### config.mk
export PLATFORM = sky130hd
export DESIGN_NAME = cmd_frame_decoder
export DESIGN_NICKNAME = d
export VERILOG_FILES = /design/src/rtl/cmd_frame_decoder.sv
export SDC_FILE = /design/constraint.sdc
export NUM_CORES = 1
export LEC_CHECK = 0
export CAP_MARGIN = 15
export CORE_ASPECT_RATIO = 0.5
export CORE_UTILIZATION = 36
export DETAILED_ROUTE_END_ITERATION = 16
export DONT_BUFFER_PORTS = 1
export HOLD_SLACK_MARGIN = 0.15
export SKIP_LAST_GASP = 1
export SLEW_MARGIN = 20
export SYNTH_ARGS = -nofsm -noshare
export SYNTH_HDL_FRONTEND = slang
export SYNTH_SLANG_ARGS = --single-unit
### constraint.sdc
create_clock -name CLK -period 1.8 [get_ports CLK]
set_input_delay 0.54 -clock CLK [delete_from_list [all_inputs] [get_ports CLK]]
set_output_delay 0.54 -clock CLK [all_outputs]
set_load 0.03 [all_outputs]
### src/rtl/cmd_frame_decoder.sv
// ---------------------------------------------------------------------------
// cmd_frame_decoder
//   Decodes byte-serial command frames into register-file and ALU controls.
//   Frames (opcode first, one byte per accepted rx_valid):
//     AA addr data  -> rf_wr_en pulse  (rf_addr, rf_wr_data latched)
//     BB addr       -> rf_rd_en pulse  (rf_addr latched)
//     CC a b fun    -> alu_en pulse    (alu_op_a, alu_op_b, alu_fun latched)
//     DD fun        -> alu_en pulse    (reuses held operands)
//   Any other opcode pulses frame_err and stays idle.
//
// Ports
//   CLK        in   clock, rising edge
//   RST        in   asynchronous reset, active low
//   rx_data    in   received byte, valid when rx_valid is high
//   rx_valid   in   one-cycle byte-accept pulse
//   rf_wr_en   out  register-file write strobe (1 cycle)
//   rf_rd_en   out  register-file read strobe (1 cycle)
//   rf_addr    out  register-file address (held)
//   rf_wr_data out  register-file write data (held)
//   alu_en     out  ALU start strobe (1 cycle)
//   alu_fun    out  ALU function code (held)
//   alu_op_a/b out  ALU operands (held)
//   busy       out  high while a frame is in progress
//   frame_err  out  one-cycle error pulse
//
// Optional feature: define CMD_TIMEOUT_EN to abort a frame after
// TIMEOUT_CYCLES consecutive idle cycles while busy.
// ---------------------------------------------------------------------------
module cmd_frame_decoder #(
    parameter int DATA_WIDTH     = 8,
    parameter int ADDR_WIDTH     = 4,
    parameter int TIMEOUT_CYCLES = 1024
) (
    input  logic                  CLK,
    input  logic                  RST,
    input  logic [DATA_WIDTH-1:0] rx_data,
    input  logic                  rx_valid,
    output logic                  rf_wr_en,
    output logic                  rf_rd_en,
    output logic [ADDR_WIDTH-1:0] rf_addr,
    output logic [DATA_WIDTH-1:0] rf_wr_data,
    output logic                  alu_en,
    output logic [3:0]            alu_fun,
    output logic [DATA_WIDTH-1:0] alu_op_a,
    output logic [DATA_WIDTH-1:0] alu_op_b,
    output logic                  busy,
    output logic                  frame_err
);

    typedef enum logic [2:0] {
        S_IDLE, S_WR_ADDR, S_WR_DATA, S_RD_ADDR, S_OP_A, S_OP_B, S_ALU_FUN
    } state_t;

    localparam logic [DATA_WIDTH-1:0] OPC_WR  = DATA_WIDTH'(8'hAA);
    localparam logic [DATA_WIDTH-1:0] OPC_RD  = DATA_WIDTH'(8'hBB);
    localparam logic [DATA_WIDTH-1:0] OPC_ALU = DATA_WIDTH'(8'hCC);
    localparam logic [DATA_WIDTH-1:0] OPC_FUN = DATA_WIDTH'(8'hDD);

    state_t                r_state;
    logic                  r_wr_en, r_rd_en, r_alu_en, r_err;
    logic [ADDR_WIDTH-1:0] r_addr;
    logic [DATA_WIDTH-1:0] r_wr_data, r_op_a, r_op_b;
    logic [3:0]            r_fun;

`ifdef CMD_TIMEOUT_EN
    localparam int TW = $clog2(TIMEOUT_CYCLES + 1);
    logic [TW-1:0] r_tmo_cnt;
`endif

    always_ff @(posedge CLK or negedge RST) begin
        if (!RST) begin
            r_state   <= S_IDLE;
            r_wr_en   <= 1'b0;
            r_rd_en   <= 1'b0;
            r_alu_en  <= 1'b0;
            r_err     <= 1'b0;
            r_addr    <= '0;
            r_wr_data <= '0;
            r_op_a    <= '0;
            r_op_b    <= '0;
            r_fun     <= '0;
`ifdef CMD_TIMEOUT_EN
            r_tmo_cnt <= '0;
`endif
        end else begin
            // Strobes are single-cycle: default low, set only on a frame's final byte.
            r_wr_en  <= 1'b0;
            r_rd_en  <= 1'b0;
            r_alu_en <= 1'b0;
            r_err    <= 1'b0;
            if (rx_valid) begin
`ifdef CMD_TIMEOUT_EN
                r_tmo_cnt <= '0;
`endif
                case (r_state)
                    S_IDLE: begin
                        if      (rx_data == OPC_WR)  r_state <= S_WR_ADDR;
                        else if (rx_data == OPC_RD)  r_state <= S_RD_ADDR;
                        else if (rx_data == OPC_ALU) r_state <= S_OP_A;
                        else if (rx_data == OPC_FUN) r_state <= S_ALU_FUN;
                        else                         r_err   <= 1'b1;
                    end
                    S_WR_ADDR: begin
                        r_addr  <= rx_data[ADDR_WIDTH-1:0];
                        r_state <= S_WR_DATA;
                    end
                    S_WR_DATA: begin
                        r_wr_data <= rx_data;
                        r_wr_en   <= 1'b1;
                        r_state   <= S_IDLE;
                    end
                    S_RD_ADDR: begin
                        r_addr  <= rx_data[ADDR_WIDTH-1:0];
                        r_rd_en <= 1'b1;
                        r_state <= S_IDLE;
                    end
                    S_OP_A: begin
                        r_op_a  <= rx_data;
                        r_state <= S_OP_B;
                    end
                    S_OP_B: begin
                        r_op_b  <= rx_data;
                        r_state <= S_ALU_FUN;
                    end
                    S_ALU_FUN: begin
                        r_fun    <= rx_data[3:0];
                        r_alu_en <= 1'b1;
                        r_state  <= S_IDLE;
                    end
                    default: r_state <= S_IDLE;
                endcase
            end
`ifdef CMD_TIMEOUT_EN
            else if (r_state == S_IDLE) begin
                r_tmo_cnt <= '0;
            end else if (r_tmo_cnt == TW'(TIMEOUT_CYCLES - 1)) begin
                // This idle cycle is the TIMEOUT_CYCLES-th one: abort the frame.
                r_tmo_cnt <= '0;
                r_state   <= S_IDLE;
                r_err     <= 1'b1;
            end else begin
                r_tmo_cnt <= r_tmo_cnt + 1'b1;
            end
`endif
        end
    end

    assign rf_wr_en   = r_wr_en;
    assign rf_rd_en   = r_rd_en;
    assign rf_addr    = r_addr;
    assign rf_wr_data = r_wr_data;
    assign alu_en     = r_alu_en;
    assign alu_fun    = r_fun;
    assign alu_op_a   = r_op_a;
    assign alu_op_b   = r_op_b;
    assign busy       = (r_state != S_IDLE);
    assign frame_err  = r_err;

endmodule

==> run_results.csv, run 1 <==
group,metric,value,unit
status,status,"complete, no violations",
placed_design,placed_cell_area,1650,µm²
placed_design,hpwl,2160,µm
detailed_routing,ant_nets,0,
detailed_routing,routed-via-count,891,
power,intPower,1760,µW
detailed_routing,drt_wl_total,3170,µm
detailed_routing,first_pass_iters,4,
detailed_routing,drt-vias-per-instance,5.30,
clock_tree,clk_transition_reported_paths,0.07,ns
placed_design,dp_slack,0.308,ns
grt,grt_pass1_vias,950,
power,power.switching,1200,µW
placed_design,port_buffers,0,
detailed_routing,drt_first_iter_violations,31,
floorplanning,core_area,4060,µm²
detailed_routing,drt-wirelength-per-cell,18.9,µm
cells_and_area,design_area,1780,µm²
logic_synthesis,synth_top_area_cell,"dfrtp_1",
logic_synthesis,synthTopCellsByArea,"dfrtp_1, mux2_2, buf_6",
clock_tree,clock_sinks,39,
floorplanning,die_area,4730,µm²
logic_synthesis,ys_async_sr_fraction,100,%
logic_synthesis,synth-simple-area-share,9.79,%
power,power_frac_clock,21.7,%
logic_synthesis,synth_fa_ha_area_share,0,%
clock_tree,clock_latency,0.29,ns
clock_tree,cts_max_level,2,
power,power.leakage,0.000835,µW
floorplanning,rows,16,
power,switching_share,40.5,%
cells_and_area,antenna_cells,0,
logic_synthesis,synthXorXnorAreaFrac,0,%
floorplanning,die_w,96.2,µm
logic_synthesis,netlist_area,1600,µm²
logic_synthesis,synth_nets,116,
cells_and_area,n_fill_cell,376,
worst_setup_path,reg2reg_slack,0.35,ns
timing,fin_worst_skew,0.00349,ns
cells_and_area,layout_common_cells,"dfrtp_1, mux2_2, clkbuf_8",
grt,grt_max_degree,40,
cells_and_area,nets,124,
worst_setup_path,cp.arrival,1.15,ns
power,comb_power_share,16.0,%
timing,slew_headroom,76.0,%
worst_setup_path,max_stage_delay,0.44,ns
worst_setup_path,worst_setup_path_end_kind,"output port",
placed_design,globalplace.congestion,0.823,
floorplanning,fp.dieH,49.1,µm
cells_and_area,area_growth,11.7,%
timing,rsz0062_at_grt,"false",
worst_setup_path,cp_max_fo,6,
logic_synthesis,ys.flop_type,"dfrtp_1",
logic_synthesis,synthMuxAreaShare,22.6,%
cells_and_area,final_common_cell,"dfrtp_1",
grt,antenna_found_initial,0,
cells_and_area,regArea,976,µm²
logic_synthesis,synth_seq_cells,39,
worst_setup_path,worst-path-buf-inv,0,
logic_synthesis,synth_cells,105,
logic_synthesis,synth.avg_cell_area,15.2,µm²
power,seqPwrFrac,62.3,%
grt,grtUsageTotal,15.4,%
worst_setup_path,worstPathCellList,"or3_4",
clock_tree,ctsLongestPathBuffers,2,
run,max_cap_violations,0,
timing,fmax,0.590,GHz
power,peakVddDrop,622,µV
logic_synthesis,synth.top_cell.area_share,61.1,%
clock_tree,numCtsBuffers,5,
clock_tree,root_buffer,"clkbuf_8",
logic_synthesis,ys_seq_area_share,61.1,%
worst_setup_path,critPathKind,"register to output port",
timing,setup_tns,0,ns
worst_setup_path,critPathLaunchType,"register",
timing,finalWorstSetupSlack,0.105,ns
logic_synthesis,synth_edf_count,0,
power,p_per_area,1660,nW/µm²
logic_synthesis,synth_compound_area_share,3.45,%
hold_path,hp-class,"input pin to register",
worst_setup_path,required,1.26,ns
grt,grt_pass1_wl,5200,µm
timing,tightest_slew,0.359,ns
timing,final_max_slew_viol_count,0,
timing,fin_crit_sh,94.1,%
timing,period_needed,1.69,ns
detailed_routing,drc,0,
clock_tree,postCtsSetupBuffers,0,
logic_synthesis,ys_types,24,
logic_synthesis,synth_top_family_by_area,"multiplexers",
logic_synthesis,yosys_warnings,0,
worst_setup_path,path_delay_family,"flip-flops",
clock_tree,cts_tree,"yes",
grt,grt_overflow_total,0,
floorplanning,start_util,39.3,%
floorplanning,io_pins,48,
cells_and_area,multi_input_area,577,µm²
cells_and_area,layout-drive-gt1-share,43.9,%
timing,finalHoldViolCount,0,
timing,finalSetupViolCount,0,
worst_setup_path,cpMaxStageDelayCell,"dfrtp_1",
[final timing paths]
| kind | from | end | depth (start not counted) |
|---|---|---|---|
| worst max-delay path | r_state[1]$_DFFE_PN0P_ | busy | 1 |
| worst min-delay path | rx_valid | r_state[2]$_DFFE_PN0P_ | 1 |
| worst max register to register | r_state[0]$_DFFE_PN0P_ | alu_op_a[0]$_DFFE_PN0P_ | 4 |
| worst min register to register | r_state[1]$_DFFE_PN0P_ | r_state[2]$_DFFE_PN0P_ | 1 |
| max in group asynchronous | RST | alu_op_b[4]$_DFFE_PN0P_ | 2 |
| min in group asynchronous | RST | rf_wr_data[2]$_DFFE_PN0P_ | 2 |
[synth_stat cells (2+ instances only)]
master and count:
buf_6 3, mux2_2 32, inv_1 3, a21oi_1 3
nand3_1 2, dfrtp_1 39, or2_1 2, and4bb_1 2
nand2_1 4
[routing by layer]
metal	vias to the layer above	wire [µm]	global-route usage [%]	part of all wire [%]
met2	25	1490	22.2	47
met3	8	192	4.67	6.1
met4	0	69	8.21	2.2
met5	-	0	0	0
met1	468	1420	20.9	45
li1	390	-	-	-
[sequential cells by signal, summed over array words and instances, names as in the netlist]
name / cells
alu_op_b: 8
alu_fun: 4
rf_rd_en: 1
rf_wr_en: 1
frame_err: 1
alu_en: 1
r_state: 3
alu_op_a: 8
rf_addr: 4
rf_wr_data: 8
[what timing repair did]
action | CTS | global route
resized for setup | 0 | 1
endpoints found under the setup margin | 0 | 1
hold endpoints to repair | 39 | 0
hold buffers | 2 | 0
[kinds of logic (layout without fill, tap and decap cells)]
family                 after synthesis  count (layout)
muxes                               32              32
and+or+nand+nor                     20              20
DFF                                 39              39
AOI/OAI and AO/OA                    7               7
buffers and inverters                7              16
[final cells by class]
cell class	count	share of cell area, %
Clock buffer	8	5.61
Inverter	3	0.631
Multi-Input combinational cell	59	32.3
Sequential cell	39	54.7
Tap cell	54	3.79
Timing Repair Buffer	5	2.95
[power groups by stage]
stage          Sequential, µW  Combinational (µW)  Clock [µW]
2_1_floorplan            1810                 389           0
3_3_place_gp             1860                 430           0
3_5_place_dp             1870                 446           0
4_1_cts                  1850                 470         667
5_1_grt                  1870                 518         693
6_report                 1850                 474         642
[stage by stage]
step	instances	util, %	power [µW]	hold slack, ns
2_1_floorplan	105	-	2200	0.244
3_3_place_gp	158	40.6	2290	0.245
3_5_place_dp	158	40.6	2310	0.245
4_1_cts	168	43.8	2990	0.324
5_1_grt	168	43.9	3090	0.323
6_report	168	43.9	2960	0.334
No activity file was read; power rests on OpenSTA's default activity.
==> inputs of run 2 (changes only) <==
Settings changed: CORE_UTILIZATION 36 to 50, HOLD_SLACK_MARGIN 0.15 to 0.06.
==> run 2 against run 1 <==
Compared with the run above:
- clock-buffer cell count fell by 2
- register-to-register slack got worse by 0.07 ns
- via count fell by 1.0%
- first-iteration DRC count rose by 140%
- cell area fell by 1.8%
- critical path type unchanged
- critical endpoint unchanged
- highest routed layer unchanged
==> run_results.csv, run 2 (synthesized netlist as in run 1, its figures left out) <==
group,metric,value,unit
detailed_routing,drt_wl_total,3040,µm
timing,final_max_slew_viol_count,0,
timing,worst_hold_slack,0.0855,ns
run,max_cap_violations,0,
placed_design,placed_cell_area,1620,µm²
placed_design,port_buffers,0,
timing,fin_worst_skew,0.00360,ns
timing,fin_crit_sh,95.3,%
cells_and_area,n_fill_cell,226,
worst_setup_path,r2r_start,"r_state[0]$_DFFE_PN0P_",
cells_and_area,layout_common_cells,"dfrtp_1, mux2_2, clkbuf_8",
timing,fmax,0.583,GHz
power,power.switching,1180,µW
power,peakVddDrop,939,µV
worst_setup_path,max_stage_delay,0.46,ns
worst_setup_path,path_delay_family,"simple AND/OR/NAND/NOR gates",
worst_setup_path,crit_path_start,"r_state[2]$_DFFE_PN0P_",
floorplanning,fp.dieH,42.0,µm
detailed_routing,drt_first_iter_violations,75,
grt,antenna_found_initial,0,
cells_and_area,final_util,58.2,%
grt,grt_pass1_wl,4690,µm
timing,period_needed,1.72,ns
grt,grtUsageTotal,19.8,%
timing,finalSetupViolCount,0,
timing,finalHoldViolCount,0,
clock_tree,cts_max_level,2,
worst_setup_path,critPathLaunchType,"register",
detailed_routing,routed-via-count,882,
power,p_per_area,1650,nW/µm²
cells_and_area,design_area,1750,µm²
clock_tree,clock_sinks,39,
worst_setup_path,worst_setup_path_end_kind,"output port",
floorplanning,die_area,3440,µm²
detailed_routing,drt-vias-per-instance,5.76,
placed_design,globalplace.congestion,0.748,
cells_and_area,antenna_cells,0,
worst_setup_path,cp.arrival,1.18,ns
detailed_routing,first_pass_iters,4,
hold_path,hp-class,"input pin to asynchronous set/reset pin",
power,switching_share,40.8,%
power,total_power,2890,µW
cells_and_area,layout-drive-gt1-share,46.0,%
cells_and_area,final_common_cell,"dfrtp_1",
floorplanning,die_w,81.9,µm
timing,slew_headroom,70.2,%
cells_and_area,nets,124,
clock_tree,cts_tree,"yes",
floorplanning,start_util,53.0,%
worst_setup_path,cp_max_fo,5,
timing,tightest_slew,0.441,ns
worst_setup_path,critPathKind,"register to output port",
timing,rsz0062_at_grt,"false",
timing,setup_tns,0,ns
floorplanning,rows,14,
worst_setup_path,required,1.26,ns
clock_tree,root_buffer,"clkbuf_8",
power,power.leakage,0.000830,µW
worst_setup_path,cpMaxStageDelayCell,"or3_4",
clock_tree,clock_latency,0.28,ns
power,intPower,1710,µW
detailed_routing,drc,0,
worst_setup_path,worst-path-buf-inv,0,
floorplanning,io_pins,48,
power,seqPwrFrac,63.9,%
detailed_routing,ant_nets,0,
floorplanning,core_area,3010,µm²
grt,grt_pass1_vias,927,
power,power_frac_clock,20.0,%
cells_and_area,area_growth,9.71,%
detailed_routing,drt-wirelength-per-cell,19.9,µm
grt,grt_max_degree,40,
clock_tree,numCtsBuffers,5,
clock_tree,clk_transition_reported_paths,0.07,ns
status,status,"complete, no violations",
power,comb_power_share,16.1,%
placed_design,hpwl,2150,µm
worst_setup_path,worstPathCellList,"or3_4",
clock_tree,ctsLongestPathBuffers,2,
grt,grt_overflow_total,0,
run 2: timing repair:
action,CTS,global route
endpoints found under the setup margin,1,1
setup buffers,0,2
gates resized for setup,2,0
endpoints found under the hold margin,39,0
hold buffers,1,0
run 2: worst paths after layout:
kind,slack (ns),endpoint,depth (start not counted)
worst max-delay path,0.08,busy,1
worst min-delay path,0.09,rf_rd_en$_DFF_PN0_,1
worst max register to register,0.28,alu_op_a[2]$_DFFE_PN0P_,4
worst min register to register,0.52,rf_rd_en$_DFF_PN0_,1
max in group asynchronous,1.51,r_state[2]$_DFFE_PN0P_,1
min in group CLK,0.34,r_state[2]$_DFFE_PN0P_,1
run 2: metal layers:
layer	vias to the layer above	GRT usage [%]	share of wire, %
li1	387	-	-
met1	459	25.6	44
met2	33	29.4	47
met3	3	9.35	8.8
met4	0	6.67	0.56
met5	-	0	0
run 2: power by group through the flow:
stage	Sequential, µW	Combinational, µW	Clock (µW)
2_1_floorplan	1810	389	0
3_3_place_gp	1860	405	0
3_5_place_dp	1870	431	0
4_1_cts	1860	468	594
5_1_grt	1890	508	634
6_report	1850	467	578
run 2: layout make-up:
cell class	instances	area [µm²]	share of cell area, %
tap	40	50.0	2.86
clock inverter	1	5.00	0.286
sequential	39	977	55.7
clock buffer	6	82.6	4.71
timing repair buffer	5	50.0	2.86
multi-input combinational	59	577	32.9
inverter	3	11.3	0.642
run 2: through the flow:
step	cells	setup slack [ns]
4_1_cts	151	0.0244
2_1_floorplan	105	0.263
3_3_place_gp	143	0.259
5_1_grt	153	0.0554
6_report	153	0.0848
3_5_place_dp	143	0.233
==> inputs of run 3 (changes only) <==
Settings changed: MAX_ROUTING_LAYER set to met4.
==> run 3 against run 2 <==
Compared with the run above:
- utilization unchanged
- non-clock buffer count unchanged
- sequential share of layout area unchanged
- first-iteration DRC count fell by 15%
- routed wire length barely moved
- hold slack barely moved
- die area unchanged
- clock skew about the same
- total power hardly changed
- sequential power hardly changed
- global-route usage is 0.59 points higher
- largest power group unchanged
- highest routed layer unchanged
==> run_results.csv, run 3 (synthesized netlist as in run 1, its figures left out) <==
group,metric,value,unit
detailed_routing,routed-via-count,885,
floorplanning,die_w,81.9,µm
worst_setup_path,critPathKind,"register to output port",
worst_setup_path,critPathLaunchType,"register",
detailed_routing,drc,0,
timing,worst_hold_slack,0.0853,ns
worst_setup_path,max_stage_delay,0.46,ns
clock_tree,cts_tree,"yes",
grt,grt_pass1_vias,929,
cells_and_area,nets,124,
grt,grt_max_degree,40,
placed_design,hpwl,2150,µm
floorplanning,rows,14,
cells_and_area,design_area,1750,µm²
hold_path,hp-class,"input pin to asynchronous set/reset pin",
worst_setup_path,required,1.26,ns
clock_tree,ctsLongestPathBuffers,2,
run,max_cap_violations,0,
worst_setup_path,path_delay_family,"simple AND/OR/NAND/NOR gates",
grt,grt_pass1_wl,4700,µm
worst_setup_path,worstPathCellList,"or3_4",
grt,antenna_found_initial,0,
clock_tree,clock_sinks,39,
clock_tree,root_buffer,"clkbuf_8",
floorplanning,io_pins,48,
timing,finalHoldViolCount,0,
placed_design,placed_cell_area,1620,µm²
grt,grt_overflow_total,0,
placed_design,dp_slack,0.233,ns
timing,finalWorstSetupSlack,0.0846,ns
timing,rsz0062_at_grt,"false",
detailed_routing,drt-wirelength-per-cell,19.9,µm
timing,period_needed,1.72,ns
timing,fin_crit_sh,95.3,%
detailed_routing,ant_nets,0,
cells_and_area,final_util,58.2,%
worst_setup_path,cp_max_fo,5,
timing,fin_worst_skew,0.00381,ns
cells_and_area,area_growth,9.71,%
timing,final_max_slew_viol_count,0,
clock_tree,clock_latency,0.28,ns
power,peakVddDrop,939,µV
cells_and_area,antenna_cells,0,
power,power.leakage,0.000830,µW
detailed_routing,drt-vias-per-instance,5.78,
timing,tightest_slew,0.441,ns
floorplanning,fp.dieH,42.0,µm
clock_tree,clk_transition_reported_paths,0.07,ns
floorplanning,start_util,53.0,%
worst_setup_path,cpMaxStageDelayCell,"or3_4",
timing,setup_tns,0,ns
clock_tree,numCtsBuffers,5,
cells_and_area,layout_common_cells,"dfrtp_1, mux2_2, clkbuf_8",
timing,finalSetupViolCount,0,
detailed_routing,drt_first_iter_violations,64,
detailed_routing,first_pass_iters,4,
floorplanning,core_area,3010,µm²
placed_design,globalplace.congestion,0.758,
power,p_per_area,1650,nW/µm²
worst_setup_path,worst-path-buf-inv,0,
cells_and_area,layout-drive-gt1-share,46.0,%
clock_tree,cts_max_level,2,
worst_setup_path,worst_setup_path_end_kind,"output port",
detailed_routing,drt_wl_total,3040,µm
cells_and_area,final_common_cell,"dfrtp_1",
grt,grtUsageTotal,20.4,%
timing,fmax,0.583,GHz
worst_setup_path,cp.arrival,1.18,ns
status,status,"complete, no violations",
placed_design,port_buffers,0,
floorplanning,die_area,3440,µm²
timing,slew_headroom,70.2,%
## run 3: worst register-to-register path: stages, from the launching register on
cell,delay (ns)
dfrtp_1,0.43
buf_4,0.18
nor2b_4,0.14
and3_4,0.29
mux2_2,0.36
## run 3: metal layers
layer	wire (µm)	part of all wire (%)	up-vias	GRT usage, %
li1	-	-	387	-
met1	1350	44	461	25.9
met2	1410	46	34	29.4
met3	267	8.8	3	8.91
met4	17	0.56	0	6.67
met5	0	0	-	-
## run 3: final cells by class
cell class,count,area [µm²]
Timing Repair Buffer,5,50.0
Multi-Input combinational cell,59,577
Clock inverter,1,5.00
Tap cell,40,50.0
Sequential cell,39,977
Clock buffer,6,82.6
Inverter,3,11.3
Fill cell,226,1260
## run 3: path summary, 6_finish.rpt
kind	from	to	slack [ns]	cells after the start
worst max-delay path	r_state[2]$_DFFE_PN0P_	busy	0.08	1
min in group CLK	rx_valid	r_state[2]$_DFFE_PN0P_	0.34	1
worst min-delay path	RST	rf_rd_en$_DFF_PN0_	0.09	1
max in group asynchronous	RST	r_state[2]$_DFFE_PN0P_	1.51	1
worst min register to register	r_state[2]$_DFFE_PN0P_	rf_rd_en$_DFF_PN0_	0.52	1
worst max register to register	r_state[0]$_DFFE_PN0P_	alu_op_a[2]$_DFFE_PN0P_	0.28	4
## run 3: stage by stage
stage / std cells / total power, µW
final: 153 / 2900
after global routing: 153 / 3030
after CTS: 151 / 2920
after detailed placement: 143 / 2300
after global placement: 143 / 2270
after floorplan: 105 / 2200
## run 3: timing repair
action,4_1_cts,5_1_grt
endpoints found under the setup margin,1,1
cloned,0,0
setup buffers,0,2
resized for setup,2,0
hold buffers,1,0
endpoints found under the hold margin,39,0
## run 3: power breakdown
| part | switching, µW | internal [µW] |
|---|---|---|
| clock network | 278 | 300 |
| registers | 709 | 1140 |
| logic | 194 | 274 |
| total | 1180 | 1710 |
